**config.mk**
```make
export PLATFORM = sky130hd
export DESIGN_NAME = riscv_fetch_queue
export DESIGN_NICKNAME = d
export VERILOG_FILES = /design/src/rtl/riscv_fetch_queue.sv
export SDC_FILE = /design/constraint.sdc
export NUM_CORES = 1
export LEC_CHECK = 0
export ABC_AREA = 1
export CAP_MARGIN = 10
export CORE_UTILIZATION = 40
export CTS_CLUSTER_DIAMETER = 60
export CTS_CLUSTER_SIZE = 16
export DETAILED_ROUTE_END_ITERATION = 16
export RECOVER_POWER = 50
export REMOVE_ABC_BUFFERS = 1
export SLEW_MARGIN = 30
export SYNTH_ARGS = -nofsm -noshare
export SYNTH_HDL_FRONTEND = slang
export SYNTH_SLANG_ARGS = --single-unit
```
**constraint.sdc**
```tcl
create_clock -name clk -period 5.8 [get_ports clk]
set_input_delay 1.16 -clock clk [delete_from_list [all_inputs] [get_ports clk]]
set_output_delay 1.16 -clock clk [all_outputs]
set_load 0.1 [all_outputs]
```
**src/rtl/riscv_fetch_queue.sv**
```systemverilog
// Instruction-fetch front end: PC-sequential icache requests, a QDEPTH-entry {pc, inst} queue,
// valid/ready delivery to decode and redirect flush. Optional same-cycle bypass: FETCHQ_BYPASS_EN.
`ifndef INSTR_NOP
`define INSTR_NOP 32'h0000_0013
`endif

module riscv_fetch_queue #(
  parameter int              XLEN     = 32,
  parameter logic [XLEN-1:0] PC_RESET = XLEN'(32'h0000_2000),
  parameter int              QDEPTH   = 4,
  parameter int              LOGQ     = 2
) (
  input  logic            clk,
  input  logic            reset_n,
  output logic [XLEN-1:0] icache_addr,
  output logic            icache_re,
  input  logic [XLEN-1:0] icache_dout,
  input  logic            stall,
  input  logic            redir_valid,
  input  logic [XLEN-1:0] redir_pc,
  output logic            out_valid,
  input  logic            out_ready,
  output logic [XLEN-1:0] out_pc,
  output logic [XLEN-1:0] out_inst,
  output logic [LOGQ:0]   occupancy
);

  // Handshake: a head entry moves to decode in any cycle where out_valid && out_ready are
  // both high at the rising edge; out_valid never depends on out_ready, and a redirect
  // in the same cycle cancels the transfer.

  localparam logic [XLEN-1:0] NOP        = XLEN'(`INSTR_NOP);
  localparam logic [XLEN-1:0] ALIGN_MASK = ~XLEN'(3);
  localparam logic [LOGQ+1:0] DEPTH_W    = (LOGQ + 2)'(QDEPTH);
  localparam logic [LOGQ:0]   FULL       = (LOGQ + 1)'(QDEPTH);

  logic [XLEN-1:0] fetch_pc;
  logic [XLEN-1:0] req_pc;
  logic            inflight;
  logic            dead;

  logic [XLEN-1:0] q_pc   [QDEPTH];
  logic [XLEN-1:0] q_inst [QDEPTH];
  logic [LOGQ-1:0] wr_ptr;
  logic [LOGQ-1:0] rd_ptr;
  logic [LOGQ:0]   count;

  logic            resp_fire;
  logic            live_resp;
  logic            head_valid;
  logic [LOGQ+1:0] level;
  logic            push;
  logic            pop;
  logic            bypass;

  assign resp_fire  = inflight && !stall;
  assign live_resp  = resp_fire && !dead;
  assign head_valid = (count != '0);

  // Queued entries plus the outstanding request may never exceed the queue size.
  assign level     = {1'b0, count} + {{(LOGQ + 1){1'b0}}, inflight};
  assign icache_re = reset_n && !stall && !redir_valid && (level < DEPTH_W);

  assign icache_addr = fetch_pc;
  assign occupancy   = count;

`ifdef FETCHQ_BYPASS_EN
  assign bypass = live_resp && !head_valid && !redir_valid;
  assign push   = live_resp && !redir_valid && !(bypass && out_ready);
`else
  assign bypass = 1'b0;
  assign push   = live_resp && !redir_valid;
`endif
  assign pop = head_valid && out_ready && !redir_valid;

  always_comb begin
    out_valid = head_valid;
    out_pc    = '0;
    out_inst  = NOP;
    if (head_valid) begin
      out_pc   = q_pc[rd_ptr];
      out_inst = q_inst[rd_ptr];
    end else if (bypass) begin
      out_valid = 1'b1;
      out_pc    = req_pc;
      out_inst  = icache_dout;
    end
  end

  always_ff @(posedge clk or negedge reset_n) begin
    if (!reset_n) begin
      fetch_pc <= PC_RESET;
      req_pc   <= '0;
      inflight <= 1'b0;
      dead     <= 1'b0;
      wr_ptr   <= '0;
      rd_ptr   <= '0;
      count    <= '0;
    end else if (redir_valid) begin
      fetch_pc <= redir_pc & ALIGN_MASK;
      wr_ptr   <= '0;
      rd_ptr   <= '0;
      count    <= '0;
      // A response returning this very cycle is simply dropped; one still held off by
      // stall stays outstanding but is marked for discard.
      inflight <= inflight && stall;
      dead     <= inflight && stall;
    end else begin
      if (icache_re) begin
        fetch_pc <= fetch_pc + XLEN'(4);
        req_pc   <= fetch_pc;
        inflight <= 1'b1;
      end else if (resp_fire) begin
        inflight <= 1'b0;
      end
      if (resp_fire) dead <= 1'b0;
      if (push) wr_ptr <= wr_ptr + LOGQ'(1);
      if (pop)  rd_ptr <= rd_ptr + LOGQ'(1);
      unique case ({push, pop})
        2'b10:   count <= count + (LOGQ + 1)'(1);
        2'b01:   count <= count - (LOGQ + 1)'(1);
        default: ;
      endcase
    end
  end

  // Storage needs no reset: entries are only read below count.
  always_ff @(posedge clk) begin
    if (push) begin
      q_pc[wr_ptr]   <= req_pc;
      q_inst[wr_ptr] <= icache_dout;
    end
  end

  push_into_full: assert property (@(posedge clk) disable iff (!reset_n)
    !(push && !pop && count == FULL));

endmodule

```
==> impl_metrics.yaml <==
worst_hold_path:
  min_from: "req_pc[17]$_DFFE_PN0P_"
  min_path_cells: 0
  min_to: "q_pc[3][17]$_DFFE_PP_"
  hp-class: "register to register"
power:
  ir_drop_mv: 0.2761
  p_sw_mw: 3.899
  p_per_area_nw_per_um2: 511.6
  p_leak_nw: 5.965
  fin_total_pwr_mw: 8.347
  internal-power_mw: 4.448
  seqPwrFrac_pct: 34.7
  combPwrFrac_pct: 43.2
  clock_power_share_pct: 22.1
  sw_frac_of_total_pct: 46.71
worst_setup_path:
  timing.rr.start: "inflight$_DFFE_PN0P_"
  endpoint_kind: "primary output"
  path_max_fanout: 62
  cp-start-kind: "register"
  required_ns: 4.64
  path_class: "register to primary output"
  worstPathArrival_ns: 4.02
  reg2reg_slack_ns: 2.77
  r2r_cells: 5
  critical_path.reg2reg.endpoint: "q_pc[1][22]$_DFFE_PP_"
synthesis:
  synth_commonest_cells: "nor2_1 (294), edfxtp_1 (248), o21ai_0 (180)"
  syn_inst: 1236
  seq_area_frac_synth_pct: 68.42
  synth-compound-area-share_pct: 10.23
  synthFlopType: "edfxtp_1"
  muxShareOfSynthArea_pct: 0
  synth.most_common_cell: "nor2_1"
  synth_area_um2: 13410
  async_flop_share_pct: 21.77
  synth_xor_xnor_area_share_pct: 0.3266
  synth-seq-cells: 317
  synth_top_family_by_area: "simple AND/OR/NAND/NOR gates"
  ys_types: 39
  synth.largest_area_cell: "edfxtp_1"
  synth.top_cell.area_share_pct: 55.54
  synth_adder_area_share_pct: 0.6158
  synth-simple-area-share_pct: 15.94
  ys_warn_count: 0
  synth_area_leaders: "edfxtp_1 (56%), dfrtp_1 (13%), nor2_1 (8.2%), o21ai_0 (6.7%), nand2_1 (3.8%)"
  synth_edf_count: 248
  synth_area_per_cell_um2: 10.85
sta:
  rsz0062_at_grt: "no"
  fin_crit_sh_pct: 89.28
  worstMarginPinSlew_ns: 1.691
  fmaxAchievable_mhz: 193.1
  relSlewSlack_pct: -12.74
  hold_viol_final: 0
  fin_crit_ns: 5.178
  skew_ns: 0.02671
  setup_viol: 0
  slew_violations: 34
clocking:
  clockRootBuffer: "clkbuf_16"
  cts.sinks: 317
  cts.clk_slew.worst_paths_ns: 0.07
  insertion_delay_ns: 0.55
  cts_resized: 0
  cts_tree: "built"
  clockBufferDepth: 3
  h-tree-depth: 1
  hold_buffers: 0
  postCtsSetupBuffers: 0
  cts_made_buffers: 27
grt:
  grt_max_degree: 87
  track_usage_pct: 18.83
  grt_pass1_vias: 8747
  grt_antenna_before_repair: 0
  overflow: 0
  grt_pass1_wl_um: 49470
floorplanning:
  die_area_um2: 34260
  rows: 66
  ios: 170
  die_w_um: 185.1
  start_util_pct: 40.90
  die_y_um: 185.1
  core-area_um2: 32780
detailed_routing:
  avgRoutedWirePerCell_um: 17.36
  dr.pass1.iters: 4
  vias: 9131
  ant_nets: 0
  drtIter0Drc: 595
  route.detailed.drc: 0
  route.final.wire_length_um: 32010
  via_per_inst: 4.952
status:
  status: "finished, violations left"
  violations: "capacitance limit, slew limit"
flow_run:
  maxCapViolations: 2
placement:
  hpwl_um: 18650
  place.gp.congestion: 0.8108
  dp.cells: 1794
  io_buffers: 163
finish:
  stdcell_count: 1844
  seq_area_um2: 9180
  drive_above_1_share_pct: 6.990
  synthToLayoutAreaGrowth_pct: 21.69
  final_nets: 1456
  antenna-diode-count: 0
  fill_cells: 2962
  multi_input_area_um2: 3660
## registers in the layout (all words and copies together) (netlist names)
register / flops
icache_addr: 30
q_pc: 120
req_pc: 30
wr_ptr: 2
inflight: 1
rd_ptr: 2
occupancy: 3
q_inst: 128
dead: 1
## cell type report
type | instances | area share, %
Inverter | 66 | 1.534
Multi-Input combinational cell | 788 | 22.43
Sequential cell | 317 | 56.26
Timing Repair Buffer | 181 | 10.83
Clock inverter | 11 | 0.6211
Clock buffer | 39 | 4.938
Tap cell | 442 | 3.389
## power groups by stage
stage                     sequential [mW]  combinational (mW)  clock, mW
after floorplan                      3.17                2.40          0
after global placement               2.93                3.63          0
after detailed placement             2.94                3.65          0
after CTS                            2.89                3.65       1.89
after global routing                 2.92                3.79       1.96
final                                2.89                3.61       1.84
## stage by stage
step	setup TNS, ns	setup WS [ns]	instance area (um^2)	utilization [%]	hold slack (ns)
CTS	0	0.5416	16330	49.82	0.5223
finish	0	0.6220	16320	49.77	0.5231
global placement	0	1.194	15410	47.00	0.4959
global route	0	0.3870	16320	49.77	0.5416
detailed placement	0	1.138	15430	47.06	0.5048
floorplan	-3.623	-1.598	13070	-	0.4763
## cells by family (layout without fill, tap and decap cells)
logic type,count (synthesis),in the layout
other,1,4
adders and majority gates,6,6
and+or+nand+nor,508,508
AOI/OAI and AO/OA,265,265
DFF,317,317
buffers and inverters,134,297
xor gates and xnor gates,5,5
## layer usage
metal  wire length, um  part of all wire [%]  track usage [%]  up-vias
met3              1488                   4.6            2.576       33
met1             14880                    46            26.10     4371
li1                  -                     -                -     4523
met2             15130                    47            31.44      204
met5                 0                     0                0        -
met4               510                   1.6            4.165        0
## worst max path at each step
stage / end / cells after the start / startpoint / slack, ns
2_1_floorplan: out_inst[0] / 3 / rd_ptr[0]$_DFFE_PN0P_ / -1.60
3_3_place_gp: out_pc[5] / 6 / rd_ptr[0]$_DFFE_PN0P_ / 1.19
3_5_place_dp: out_inst[25] / 5 / rd_ptr[0]$_DFFE_PN0P_ / 1.14
4_1_cts: out_pc[20] / 6 / rd_ptr[0]$_DFFE_PN0P_ / 0.54
5_1_grt: out_inst[25] / 5 / rd_ptr[0]$_DFFE_PN0P_ / 0.39
6_report: out_inst[25] / 5 / rd_ptr[0]$_DFFE_PN0P_ / 0.62
## critical path, cell delays in order, from the launching register on
cell             delay (ns)
dfrtp_4                0.77
clkinv_2               0.83
buf_4                  0.51
o21ai_0                0.21
a21oi_1                0.11
clkdlybuf4s50_1        0.98
## cells in the final DEF (no fill, tap or decap), drive strengths merged, types with 2 or more instances in the layout
cell type / Yosys / final
a21oi: 63 / 63
buf: 41 / 30
clkbuf: 27 / 42
clkdlybuf4s50: 0 / 115
clkinv: 0 / 6
conb: 1 / 4
dfrtp: 68 / 68
dlygate4sd3: 0 / 33
edfxtp: 248 / 248
ha: 5 / 5
inv: 66 / 70
nand2: 141 / 141
nand3: 43 / 43
nand3b: 4 / 4
nand4: 13 / 13
nor2: 304 / 304
nor3: 2 / 2
o211ai: 6 / 6
o21ai: 186 / 186
o21bai: 3 / 3
o221ai: 2 / 2
o311ai: 3 / 3
xor2: 4 / 4
(Power assumes the default switching activity.)
